[src/rtl/dmem_req_if.sv]
// dmem_req_if: one requester's handshake onto the data-memory arbiter.
//   master : requester side (drives req/we/addr/wdata, receives gnt/response)
//   slave  : arbiter side
//   req/we/addr/wdata : access request, held until gnt
//   gnt               : accepted this cycle (combinational)
//   rvalid/rdata/err  : registered response, valid the cycle after gnt
interface dmem_req_if #(
  parameter int DW = 32
);
  logic          req;
  logic          we;
  logic [31:0]   addr;
  logic [DW-1:0] wdata;
  logic          gnt;
  logic          rvalid;
  logic [DW-1:0] rdata;
  logic          err;

  modport master (output req, we, addr, wdata, input gnt, rvalid, rdata, err);
  modport slave  (input req, we, addr, wdata, output gnt, rvalid, rdata, err);
endinterface

[src/rtl/dmem_port_arbiter.sv]
// dmem_port_arbiter: two-requester arbiter in front of a single-port data
// memory (DEPTH x DW, combinational read, posedge write).
//   clk, rst_n   : clock, synchronous active-low reset
//   p0           : core load/store port (slave side of dmem_req_if)
//   p1           : test/DMA loader port (slave side of dmem_req_if)
//   mem_address, mem_data_in, mem_write, mem_read : memory drive
//   mem_data_out : memory read data, captured for the winner of a read
// One access is granted per cycle. Out-of-range addresses are still granted
// but the memory access is suppressed and err pulses in the response cycle.
module dmem_port_arbiter #(
  parameter int DW    = 32,
  parameter int DEPTH = 256,
  parameter bit RR_EN = 1'b1
) (
  input  logic          clk,
  input  logic          rst_n,
  dmem_req_if.slave     p0,
  dmem_req_if.slave     p1,
  output logic [31:0]   mem_address,
  output logic [DW-1:0] mem_data_in,
  output logic          mem_write,
  output logic          mem_read,
  input  logic [DW-1:0] mem_data_out
);

  logic [1:0]           req, we, gnt;
  logic [1:0][31:0]     addr;
  logic [1:0][DW-1:0]   wdata;

  logic                 win, any_gnt, in_range;
  logic [31:0]          win_addr;

  logic                 last_gnt_q, last_gnt_d;
  logic [1:0]           rvalid_q, rvalid_d;
  logic [1:0]           err_q, err_d;
  logic [1:0][DW-1:0]   rdata_q, rdata_d;

  assign req   = {p1.req, p0.req};
  assign we    = {p1.we, p0.we};
  assign addr  = {p1.addr, p0.addr};
  assign wdata = {p1.wdata, p0.wdata};

  always_comb begin
    gnt = 2'b00;
    if (rst_n) begin
      case (req)
        2'b01:   gnt = 2'b01;
        2'b10:   gnt = 2'b10;
        // Contention: the port that did not win last time goes next.
        2'b11:   gnt = (RR_EN && !last_gnt_q) ? 2'b10 : 2'b01;
        default: gnt = 2'b00;
      endcase
    end

    win      = gnt[1];
    any_gnt  = |gnt;
    win_addr = addr[win];
    // Full 32-bit compare so wrapped high addresses never alias low words.
    in_range = (win_addr < 32'(DEPTH));

    mem_address = any_gnt ? win_addr   : '0;
    mem_data_in = any_gnt ? wdata[win] : '0;
    mem_write   = any_gnt &  we[win] & in_range;
    mem_read    = any_gnt & ~we[win] & in_range;

    last_gnt_d = any_gnt ? win : last_gnt_q;

    for (int i = 0; i < 2; i++) begin
      rvalid_d[i] = gnt[i] & ~we[i];
      err_d[i]    = gnt[i] & ~in_range;
      // rdata holds between reads; out-of-range reads return zero.
      if (rvalid_d[i]) rdata_d[i] = in_range ? mem_data_out : '0;
      else             rdata_d[i] = rdata_q[i];
    end
  end

  always_ff @(posedge clk) begin
    if (!rst_n) begin
      last_gnt_q <= 1'b0;
      rvalid_q   <= '0;
      err_q      <= '0;
      rdata_q    <= '0;
    end else begin
      last_gnt_q <= last_gnt_d;
      rvalid_q   <= rvalid_d;
      err_q      <= err_d;
      rdata_q    <= rdata_d;
    end
  end

  assign p0.gnt    = gnt[0];
  assign p1.gnt    = gnt[1];
  assign p0.rvalid = rvalid_q[0];
  assign p1.rvalid = rvalid_q[1];
  assign p0.err    = err_q[0];
  assign p1.err    = err_q[1];
  assign p0.rdata  = rdata_q[0];
  assign p1.rdata  = rdata_q[1];

endmodule

[src/flat_wrapper.sv]
// flat-port wrapper written by rule: the top's interface ports become plain ports
module dmem_port_arbiter_flat 
#(
  parameter int DW    = 32,
  parameter int DEPTH = 256,
  parameter bit RR_EN = 1'b1
)
  (clk, rst_n, mem_address, mem_data_in, mem_write, mem_read, mem_data_out, p0_req, p0_we, p0_addr, p0_wdata, p0_gnt, p0_rvalid, p0_rdata, p0_err, p1_req, p1_we, p1_addr, p1_wdata, p1_gnt, p1_rvalid, p1_rdata, p1_err);
  dmem_req_if #(.DW(DW)) p0_i ();
  dmem_req_if #(.DW(DW)) p1_i ();
  input  logic clk;
  input  logic rst_n;
  output logic [31:0] mem_address;
  output logic [DW-1:0] mem_data_in;
  output logic mem_write;
  output logic mem_read;
  input  logic [DW-1:0] mem_data_out;
  input wire logic [$bits(p0_i.req)-1:0] p0_req;
  input wire logic [$bits(p0_i.we)-1:0] p0_we;
  input wire logic [$bits(p0_i.addr)-1:0] p0_addr;
  input wire logic [$bits(p0_i.wdata)-1:0] p0_wdata;
  output wire logic [$bits(p0_i.gnt)-1:0] p0_gnt;
  output wire logic [$bits(p0_i.rvalid)-1:0] p0_rvalid;
  output wire logic [$bits(p0_i.rdata)-1:0] p0_rdata;
  output wire logic [$bits(p0_i.err)-1:0] p0_err;
  input wire logic [$bits(p1_i.req)-1:0] p1_req;
  input wire logic [$bits(p1_i.we)-1:0] p1_we;
  input wire logic [$bits(p1_i.addr)-1:0] p1_addr;
  input wire logic [$bits(p1_i.wdata)-1:0] p1_wdata;
  output wire logic [$bits(p1_i.gnt)-1:0] p1_gnt;
  output wire logic [$bits(p1_i.rvalid)-1:0] p1_rvalid;
  output wire logic [$bits(p1_i.rdata)-1:0] p1_rdata;
  output wire logic [$bits(p1_i.err)-1:0] p1_err;
  assign p0_i.req = p0_req;
  assign p0_i.we = p0_we;
  assign p0_i.addr = p0_addr;
  assign p0_i.wdata = p0_wdata;
  assign p0_gnt = p0_i.gnt;
  assign p0_rvalid = p0_i.rvalid;
  assign p0_rdata = p0_i.rdata;
  assign p0_err = p0_i.err;
  assign p1_i.req = p1_req;
  assign p1_i.we = p1_we;
  assign p1_i.addr = p1_addr;
  assign p1_i.wdata = p1_wdata;
  assign p1_gnt = p1_i.gnt;
  assign p1_rvalid = p1_i.rvalid;
  assign p1_rdata = p1_i.rdata;
  assign p1_err = p1_i.err;
  dmem_port_arbiter #(.DW(DW), .DEPTH(DEPTH), .RR_EN(RR_EN)) u_core (.clk(clk), .rst_n(rst_n), .p0(p0_i), .p1(p1_i), .mem_address(mem_address), .mem_data_in(mem_data_in), .mem_write(mem_write), .mem_read(mem_read), .mem_data_out(mem_data_out));
endmodule
[config.mk]
export PLATFORM = sky130hd
export DESIGN_NAME = dmem_port_arbiter_flat
export DESIGN_NICKNAME = d
export VERILOG_FILES = /design/src/rtl/dmem_req_if.sv /design/src/rtl/dmem_port_arbiter.sv /design/src/flat_wrapper.sv
export SDC_FILE = /design/constraint.sdc
export NUM_CORES = 1
export LEC_CHECK = 0
export BUFFER_PORTS_ARGS = -buffer_cell sky130_fd_sc_hd__buf_2
export CAP_MARGIN = 25
export CORE_AREA = 2 2 118 120
export DETAILED_ROUTE_END_ITERATION = 12
export DIE_AREA = 0 0 120 122
export GPL_TIMING_DRIVEN = 0
export PLACE_DENSITY = 0.54
export SYNTH_ARGS = -nofsm -noshare
export SYNTH_HDL_FRONTEND = slang
export SYNTH_SLANG_ARGS = --single-unit
[constraint.sdc]
create_clock -name clk -period 2.2 [get_ports clk]
set_input_delay 0.22 -clock clk [delete_from_list [all_inputs] [get_ports clk]]
set_output_delay 0.22 -clock clk [all_outputs]
set_load 0.005 [all_outputs]
==> results.md, run 1 <==
* R2R Path Start: u_core.last_gnt_q
* Maximum number of pins on one net before global-route repair at 11
* Crit end category: output pin
* Crit path kind: reg -> out
* Clk_skew at slightly below 4 ps
* Max cap viols at 0
* Synth-to-layout area growth at 61.25%
* Synthesized Nets at roughly 600
* IO Count at about 300
* CP arrival at 1870 ps
* Vias per inst at 4.909
* Clock Tree Buf Depth at 2
* Max VDD drop at 0.5143 mV
* Fmax at between 0.4 and 0.5 GHz
* Max-slew headroom at 0.6184
* R2R setup slack at about 370 ps
* Post-DP HPWL at approximately 14 mm
* Worst-Skew Late Latency at roughly 330 ps
* Min Tclk post-route at 2086 ps
* Core area at 0.01350 mm²
* Crit start category: flop
* Status: complete, no violations
* GRT overflow at 0
* Leakage at around 2.7 nW
* Synth Cell Area at 0.003336 mm²
* Syn Area/Cell at roughly 7.4 µm²
* CP startpoint: u_core.last_gnt_q
* Synth top area cells: dfxtp_1, nand2_1, o22ai_1
* Post-synthesis register bit count at between 60 and 70
* Overall Power at about 3.1 mW
* Initial antenna violation count at 4
* Drt pass-1 iters at 6
* Initial drt markers at about 300
* Starting utilization of the core area at 0.2470
* Setup TNS Final at 0 ps
* Final worst setup slack at 114.5 ps
* Post-Syn Instances at roughly 450
* R2R depth at 8
* Finish-stage setup viols at 0
* NumNets Final at approximately 930
* Vias in the first global route at 4395
* Drt wl/cell at roughly 18 µm
* Worst slack, placed at between 7 and 8 ps
* Slew Viols, Final at 0
* Global-route wire length before repair at about 24 mm
* CP required at around 2000 ps
* Reg2reg end: u_core.p1.rdata[5]
* Xor/xnor share of the synthesized area at 0
* Ys Warns at 0
* Clock sinks at between 60 and 70
* Largest family of logic cells by synthesized area: compound AO/OA/AOI/OAI gates
* Die height at 122 µm
* Width of the die at between 100 and 150 µm
* Die area at ~0.015 mm²
* Num CTS Buffers at 9
* Port Buf Inserts at 300
* Fin crit share at 0.9480
* CP Max Fanout at 10
* Unrepaired setup endpoints after global routing: no
* WL final at approximately 17 mm
* End of the critical path: mem_data_in[30]
* Synth Area in Compound Gates at 0.2731
* CTS tree: built
* CTS H-tree lvls at 3
* Layout Cells excl Fill at 950
* Worst Max-Slew Pin Slew at 568.6 ps
* DRC at 0
* Clk pin slew, worst setup/hold paths at 50 ps
* Ratio of cells with drive above 1 in the final layout at 0.4446
* Final Hold Fails at 0
* Yosys cell types at 26
* Yosys top cell area share at 0.4141
* Post-CTS Hold Buffers at 0
* CTS root buf: clkbuf_16
* Final core utilization at 0.3983
* Power Dens Cells at between 500 and 600 mW/mm²
* Area share of and/or/nand/nor cells after synthesis at 0.2476
* # rows at 43
* Placed cells at 929
* Worst min path class: in -> reg
* Via Count at ~4700
* Adder-Cell Fraction of Synth Area at 0
* Final RePlAce weighted congestion at ~0.97
* Post-synthesis sequential area ratio at 0.4141
* Final ANT Viol Nets at 0
* Top cell type by total area after synthesis: dfxtp_1
* Mux cell area share after synthesis at 0.003001
* Gr usage total at 0.2187
==> flip-flops by register name (all words and copies together) (netlist names) <==
signal	flops
u_core.p1.rdata	32
u_core.last_gnt_q	1
u_core.err_q	2
u_core.p0.rdata	32
u_core.rvalid_q	2
==> worst max-delay path: stages (launching register included) <==
cell and delay, ps:
dfxtp_1 320, nand2_1 120, nand3_4 140, inv_2 140, clkbuf_4 220, buf_2 260
a22o_1 210, buf_2 140
==> report_power, final <==
part           internal [mW]  total [mW]  switching [mW]
Combinational          0.250       0.541           0.292
Sequential              1.26        1.26         0.00199
Clock                  0.784        1.28           0.499
==> cells in the mapped netlist <==
master,instances
and2b_1,1
buf_6,2
nor2_1,1
nor3b_1,1
buf_2,16
a21oi_2,1
a41oi_2,1
and4_1,1
nor3_2,1
buf_1,4
o22ai_1,64
nor4_1,12
nand4_1,1
a22o_1,40
mux2i_1,1
inv_2,1
o21ai_1,1
nand3_4,1
o211a_1,1
a21oi_1,24
and2_1,2
nand2_1,179
nor3_1,1
dfxtp_1,69
clkbuf_1,22
inv_1,1
==> through the flow <==
step	hold slack, ps	cell area (µm²)
floorplan	357.8	3336
global placement	451.4	5062
detailed placement	454.0	5062
CTS	146.0	5344
global route	160.6	5376
finish	157.8	5379
==> layer usage <==
layer / wire, µm / vias to the layer above / GRT usage / share of wire
met3: 1269 / 30 / 0.05009 / 0.074
met2: 8454 / 201 / 0.3640 / 0.49
met4: 369 / 2 / 0.08971 / 0.021
met1: 7117 / 2212 / 0.2728 / 0.41
met5: 12 / - / 0 / 0.00070
li1: - / 2219 / - / -
==> timing repair <==
item / CTS / global route
buffers inserted: 1 / 2
pin swaps: 0 / 1
setup endpoints to repair: 9 / 19
resized for setup: 6 / 6
==> placed cells by master, fill, tap and decap left out, types with 3 or more instances in the layout <==
| cell type | count |
|---|---|
| buf_2 | 312 |
| nand2_1 | 179 |
| dfxtp_1 | 69 |
| o22ai_1 | 64 |
| a22o_1 | 40 |
| clkbuf_1 | 23 |
| a21oi_1 | 23 |
| nor4_1 | 12 |
| clkbuf_16 | 9 |
| buf_4 | 5 |
| buf_6 | 4 |
| buf_1 | 4 |
| diode_2 | 3 |
==> worst min-delay path by stage <==
stage / from / cells after the start / endpoint
4_1_cts: mem_data_out[18] / 3 / u_core.p1.rdata[18]
3_5_place_dp: u_core.p0.rdata[29] / 2 / u_core.p0.rdata[29]
3_3_place_gp: u_core.p1.rdata[14] / 2 / u_core.p1.rdata[14]
2_1_floorplan: p1_req / 1 / u_core.last_gnt_q
5_1_grt: mem_data_out[20] / 3 / u_core.p1.rdata[20]
6_report: mem_data_out[18] / 3 / u_core.p0.rdata[18]
==> cells by family after synthesis <==
logic type	after synthesis
AND/OR/NAND/NOR	201
AO/OA/AOI/OAI	132
flip-flops	69
buffers and inverters	46
multiplexers	1
==> final cells by class <==
| cell class | count | area (µm²) |
|---|---|---|
| Inverter | 2 | 7.507 |
| Multi-Input combinational cell | 334 | 1750 |
| Timing Repair Buffer | 303 | 1524 |
| Clock inverter | 2 | 10.01 |
| Tap cell | 180 | 225.2 |
| Clock buffer | 13 | 250.2 |
| Buffer | 44 | 222.7 |
| Antenna cell | 3 | 7.507 |
| Fill cell | 1477 | 8125 |
| Sequential cell | 69 | 1381 |
Power figures use the tool's default switching activity.
==> inputs of run 2 (changes only) <==
--- a/config.mk
+++ b/config.mk
@@ -11,7 +11,7 @@
 export DETAILED_ROUTE_END_ITERATION = 12
 export DIE_AREA = 0 0 120 122
 export GPL_TIMING_DRIVEN = 0
-export PLACE_DENSITY = 0.54
+export PLACE_DENSITY = 0.68
 export SYNTH_ARGS = -nofsm -noshare
 export SYNTH_HDL_FRONTEND = slang
 export SYNTH_SLANG_ARGS = --single-unit
==> run 2 against run 1 <==
  * Non-clock buffer count is 1 lower
  * Combinational power fell by 0.7%
  * Design area is 1.2% higher
  * Via count down 1.9%
  * Worst hold slack better by 1.2 ps
  * Core utilization rose by 0.46 points
  * Clock skew is 0.77 ps higher
  * Largest power group unchanged
  * Highest routed layer unchanged
==> results.md, run 2 (synthesized netlist as in run 1, its figures left out) <==
* Status: complete, no violations
* Port Buf Inserts at 300
* Via Count at 4576
* Power Dens Cells at roughly 620 mW/mm²
* Most common cell after layout, fill and taps aside: buf_2
* Layout Cells excl Fill at around 950
* Leakage at 2.718 nW
* Worst slack, placed at -123.9 ps
* Crit start category: flop
* Vias in the first global route at between 4000 and 5000
* NumNets Final at approximately 930
* WHS at roughly 160 ps
* CP max stage cell: dfxtp_1
* Post-route cell area at around 0.0054 mm²
* Ratio of cells with drive above 1 in the final layout at 0.4491
* Crit end category: output pin
* GRT overflow at 0
* Final RePlAce weighted congestion at 0.9017
* Vias per inst at just under 5
* Final Hold Fails at 0
* Die height at 122 µm
* CP arrival at ~1900 ps
* Worst path bufs/invs at 3
* Clock Tree Buf Depth at 2
* Met2 wire length at between 8 and 9 mm
* Worst path depth at 8
* Pint at 2.580 mW
* CP max stage delay at roughly 350 ps
* Final ANT Viol Nets at 0
* Starting utilization of the core area at 0.2470
* Post-DP HPWL at about 14 mm
* Min Tclk post-route at 2122 ps
* CTS H-tree lvls at 3
* CP required at 1980 ps
* R2R Path Start: u_core.last_gnt_q
* Post-CTS Hold Buffers at 0
* Max layer used: met5
* DRC at 0
* WL final at ~17 mm
* Reg2reg end: u_core.p0.rdata[11]
* Initial antenna violation count at 5
* Crit path kind: reg -> out
* Sequential power share at 0.370
* Placed Area at 0.005062 mm²
* CP cell instances: nand2_1, nand3_4, inv_2, nor3_2, a41oi_2, clkbuf_8, nor3_1, buf_2
* Unrepaired setup endpoints after global routing: no
* R2R depth at 6
* Clock power share at 0.472
* Max cap viols at 0
* Fmax at ~0.47 GHz
* Placed cells at about 930
* Die area at around 0.015 mm²
* Initial drt markers at between 200 and 250
* Drt wl/cell at approximately 18 µm
* Worst Max-Slew Pin Slew at around 770 ps
* Comb power frac at 0.158
* Core area at around 0.014 mm²
* Worst-Skew Late Latency at ~320 ps
* CTS root buf: clkbuf_16
* Worst min path class: in -> reg
* End of the critical path: mem_write
* Clk_skew at 4.684 ps
* Clock sinks at a little under 70
* Clk pin slew, worst setup/hold paths at 60 ps
* IO Count at just over 300
* CP startpoint: u_core.last_gnt_q
* Global-route wire length before repair at between 20 and 25 mm
* Sw frac at 0.2408
* CP Max Fanout at 5
* Metal3 WL at 1.415 mm
* Fin crit share at 0.9646
* Width of the die at 120 µm
* CTS tree: built
* Finish-stage setup viols at 0
* Drt pass-1 iters at 5
* Maximum number of pins on one net before global-route repair at 12
* Wl on met1 at 7.317 mm
* Num CTS Buffers at 9
* Max-slew headroom at 0.4854
* Top delay family on crit path: simple AND/OR/NAND/NOR gates
* R2R setup slack at roughly 290 ps
* Slew Viols, Final at 0
* Gr usage total at 0.2197
* Leading cell types in the layout, fill and taps excluded: buf_2, nand2_1, dfxtp_1, o22ai_1, a22o_1
* # rows at 43
* Max VDD drop at ~0.43 mV
* Final worst setup slack at between 70 and 80 ps
* Synth-to-layout area growth at 63.13%
* Sw power at between 800 and 900 µW
-- run 2: changes by cell type in the layout (fill, tap and decap cells not counted), moves of 2 or more --
| cell | delta |
|---|---|
| buf_2 | +2 |
| buf_6 | -2 |
| bufinv_16 | +2 |
| clkbuf_1 | -4 |
| clkbuf_8 | +3 |
| clkinv_2 | -2 |
-- run 2: final cells by class --
class,instances,area [µm²]
sequential,69,1381
clock buffer,12,266.5
clock inverter,3,67.56
tap,180,225.2
antenna,3,7.507
fill,1462,8063
multi-input combinational,334,1752
buffer,44,217.7
timing repair buffer,302,1516
inverter,2,7.507
-- run 2: repair_timing --
action / CTS / global route
gates resized for setup: 6 / 3
buffers inserted: 2 / 0
endpoints found under the setup margin: 39 / 2
pin swaps: 1 / 0
-- run 2: stage by stage --
step	power [mW]	setup TNS, ps	util
after floorplan	1.491	0	-
after global placement	1.812	-110.2	0.3749
after detailed placement	1.815	-244.8	0.3749
after CTS	3.425	0	0.4019
after global routing	3.527	0	0.4026
final	3.399	0	0.4029
-- run 2: worst register-to-register path, delay by kind of cell (launching register included) --
kind / cells / cell delay [ps]
buffers and inverters: 3 / 750
AO/OA/AOI/OAI: 2 / 470
flip-flops: 1 / 350
AND/OR/NAND/NOR: 1 / 210
-- run 2: per-layer routing --
metal	GRT usage	vias up
met5	0	-
met4	0.05956	4
met3	0.06742	24
met2	0.3608	197
met1	0.2795	2131
li1	-	2220
-- run 2: worst min-delay path by stage --
| stage | to | startpoint | cells after the start | slack (ps) |
|---|---|---|---|---|
| floorplan | u_core.last_gnt_q | p1_req | 1 | 360 |
| global placement | u_core.p0.rdata[21] | u_core.p0.rdata[21] | 2 | 450 |
| detailed placement | u_core.p0.rdata[4] | u_core.p0.rdata[4] | 2 | 450 |
| CTS | u_core.p1.rdata[20] | mem_data_out[20] | 3 | 150 |
| global route | u_core.p1.rdata[16] | mem_data_out[16] | 3 | 160 |
| finish | u_core.p0.rdata[31] | mem_data_out[31] | 3 | 160 |
-- run 2: power groups by stage --
| stage | clock, mW | sequential [mW] | combinational [mW] |
|---|---|---|---|
| 2_1_floorplan | 0 | 1.28 | 0.207 |
| 3_3_place_gp | 0 | 1.28 | 0.529 |
| 3_5_place_dp | 0 | 1.28 | 0.531 |
| 4_1_cts | 1.63 | 1.26 | 0.536 |
| 5_1_grt | 1.68 | 1.26 | 0.588 |
| 6_report | 1.60 | 1.26 | 0.537 |
==> inputs of run 3 (changes only) <==
--- a/config.mk
+++ b/config.mk
@@ -5,13 +5,14 @@
 export SDC_FILE = /design/constraint.sdc
 export NUM_CORES = 1
 export LEC_CHECK = 0
+export ABC_AREA = 1
 export BUFFER_PORTS_ARGS = -buffer_cell sky130_fd_sc_hd__buf_2
 export CAP_MARGIN = 25
-export CORE_AREA = 2 2 118 120
+export CORE_AREA = 2 2 117 119
 export DETAILED_ROUTE_END_ITERATION = 12
-export DIE_AREA = 0 0 120 122
+export DIE_AREA = 0 0 119 121
 export GPL_TIMING_DRIVEN = 0
-export PLACE_DENSITY = 0.68
+export PLACE_DENSITY = 0.7
 export SYNTH_ARGS = -nofsm -noshare
 export SYNTH_HDL_FRONTEND = slang
 export SYNTH_SLANG_ARGS = --single-unit
==> run 3 against run 2 <==
  * Core utilization up 3.5 points
  * Final cell count increased by 2.6%
  * Highest routed layer unchanged
  * Sequential power is 6% higher
  * First-iteration DRC count is 30% lower
  * Setup slack got worse by 61 ps
  * Largest power group unchanged
  * Non-clock buffer count increased by 1
  * Sequential share of layout area fell by 1.3 points
  * Worst hold slack got worse by 7.3 ps
==> results.md, run 3 <==
* Status: complete, no violations
* Initial drt markers at 170
* Vias in the first global route at roughly 4400
* Syn Area/Cell at 7.552 µm²
* Initial antenna violation count at 4
* Synthesized Nets at about 640
* # rows at 42
* Clock Tree Buf Depth at 2
* Post-synth ARST share at 0
* Ys Warns at 0
* Die height at ~120 µm
* Worst-Skew Late Latency at around 330 ps
* Post-synthesis sequential area ratio at 0.3851
* Post-synth top cells: a21oi_1, dfxtp_1, nand2_1, o21ai_0, a22o_1
* Fin crit share at 0.9925
* Maximum number of pins on one net before global-route repair at 15
* Final RePlAce weighted congestion at approximately 0.85
* Drt pass-1 iters at 4
* Max cap viols at 0
* Fillers at between 1000 and 1500
* Power Dens Cells at between 600 and 700 mW/mm²
* Layout Cells excl Fill at between 900 and 1000
* CTS root buf: clkbuf_16
* Min Tclk post-route at between 2000 and 2500 ps
* Post-DP HPWL at roughly 13 mm
* CP max stage cell: dfxtp_2
* Synth-to-layout area growth at 59.82%
* Post-synth EDFFs at 0
* Crit end category: output pin
* Most common cell after layout, fill and taps aside: buf_2
* Top cell type by total area after synthesis: dfxtp_1
* NumNets Final at roughly 960
* Synth top area cells: dfxtp_1, a22o_1, a21oi_1
* Main flop type after synthesis: dfxtp_1
* Port Buf Inserts at ~300
* Crit start category: flop
* Yosys cell types at 26
* Worst Max-Slew Pin Slew at approximately 510 ps
* CP arrival at roughly 2000 ps
* CTS H-tree lvls at 3
* Worst path bufs/invs at 2
* CP cell instances: nand2_4, inv_4, nor2_4, nand2_1, nand2_1, nand2_1, nor2_1, nand2_1, nor2_4, nand2_2, nor3b_2, buf_2
* WL final at around 16 mm
* Finish-stage setup viols at 0
* Width of the die at ~120 µm
* Slew Viols, Final at 0
* Clk pin slew, worst setup/hold paths at 60 ps
* Clk_skew at roughly 4.1 ps
* IO Count at between 300 and 400
* Global-route wire length before repair at 23.72 mm
* Core area at about 0.013 mm²
* Fmax at 0.4580 GHz
* Die area at 0.01440 mm²
* Leading cell types in the layout, fill and taps excluded: buf_2, a21oi_1, dfxtp_1, nand2_1, o21ai_0
* Crit path kind: reg -> out
* Drt wl/cell at 16.17 µm
* Gr usage total at 0.2099
* Synth Cell Area at about 0.0036 mm²
* Max-slew headroom at 0.6604
* Ratio of cells with drive above 1 in the final layout at 0.4742
* Placed cells at around 950
* Final core utilization at 0.4381
* Via Count at 4656
* Max VDD drop at between 0.4 and 0.5 mV
* CP max stage delay at between 300 and 400 ps
* Post-Syn Instances at around 480
* Num CTS Buffers at 9
* Starting utilization of the core area at 0.2741
* CP required at roughly 2000 ps
* Vias per inst at 4.780
* DRC at 0
* Final Hold Fails at 0
* Most used cell, CP: nand2_1
* Unrepaired setup endpoints after global routing: yes
* CTS tree: built
* GRT overflow at 0
* Clock sinks at 69
* CP Max Fanout at 8
* Leakage at 3.085 nW
* Top delay family on crit path: simple AND/OR/NAND/NOR gates
* Worst min path class: in -> reg
* Final ANT Viol Nets at 0
* Yosys top cell area share at 0.3851
* Post-synthesis register bit count at between 60 and 70
[run 3: repair_timing]
item                                    4_1_cts  5_1_grt
pin swaps                                     3        8
endpoints found under the setup margin       63       54
hold buffers                                  0        0
endpoints found under the hold margin         0        0
setup buffers                                 2        1
resized for setup                            14        8
[run 3: report_power, final]
part	internal (mW)	leakage (nW)	switching (mW)
sequential	1.31	0.563	0.0274
combinational	0.325	2.36	0.343
clock	1.01	0.163	0.588
total	2.65	3.08	0.958
[run 3: worst paths after layout]
| kind | startpoint | to | slack (ps) | cells past startpoint |
|---|---|---|---|---|
| worst max-delay path | u_core.last_gnt_q | mem_write | 20 | 12 |
| worst min-delay path | p1_req | u_core.last_gnt_q | 150 | 2 |
| worst max register to register | u_core.last_gnt_q | u_core.p1.rdata[10] | 280 | 13 |
| worst min register to register | u_core.p0.rdata[3] | u_core.p0.rdata[3] | 540 | 2 |
[run 3: metrics by stage]
step	instance area, µm²	total power [mW]	setup slack (ps)	hold slack, ps	setup TNS [ps]
3_3_place_gp	5314	2.015	-199.2	486.8	-1438
5_1_grt	5733	3.757	-193.6	153.4	-525.6
3_5_place_dp	5314	2.019	-167.2	487.6	-1166
6_report	5733	3.604	16.59	151.7	0
4_1_cts	5694	3.639	-2.433	138.7	-2.433
2_1_floorplan	3587	1.648	504.5	357.8	0
[run 3: layout make-up]
cell class	count	area, µm²	share of cell area
Sequential cell	69	1383	0.2412
Timing Repair Buffer	304	1529	0.2667
Clock buffer	9	225.2	0.03928
Buffer	43	257.7	0.04496
Inverter	33	140.1	0.02444
Clock inverter	7	106.4	0.01855
Antenna cell	3	7.507	0.001309
Tap cell	176	220.2	0.03841
Multi-Input combinational cell	330	1864	0.3252
[run 3: cells by family (layout without fill, tap and decap cells)]
logic type | count (synthesis) | after routing | share of synthesized area
compound gates | 179 | 179 | 0.2947
simple gates | 151 | 151 | 0.2194
flops | 69 | 69 | 0.3851
other cells | 0 | 3 | 0
buf+inv | 76 | 396 | 0.1008
[run 3: layer usage]
layer  vias to the layer above  track usage  part of all wire
li1                       2272            -                 -
met1                      2157       0.2462              0.40
met2                       206       0.3779              0.52
met3                        19      0.05498             0.071
met4                         2      0.05655             0.013
met5                         -            0           0.00064
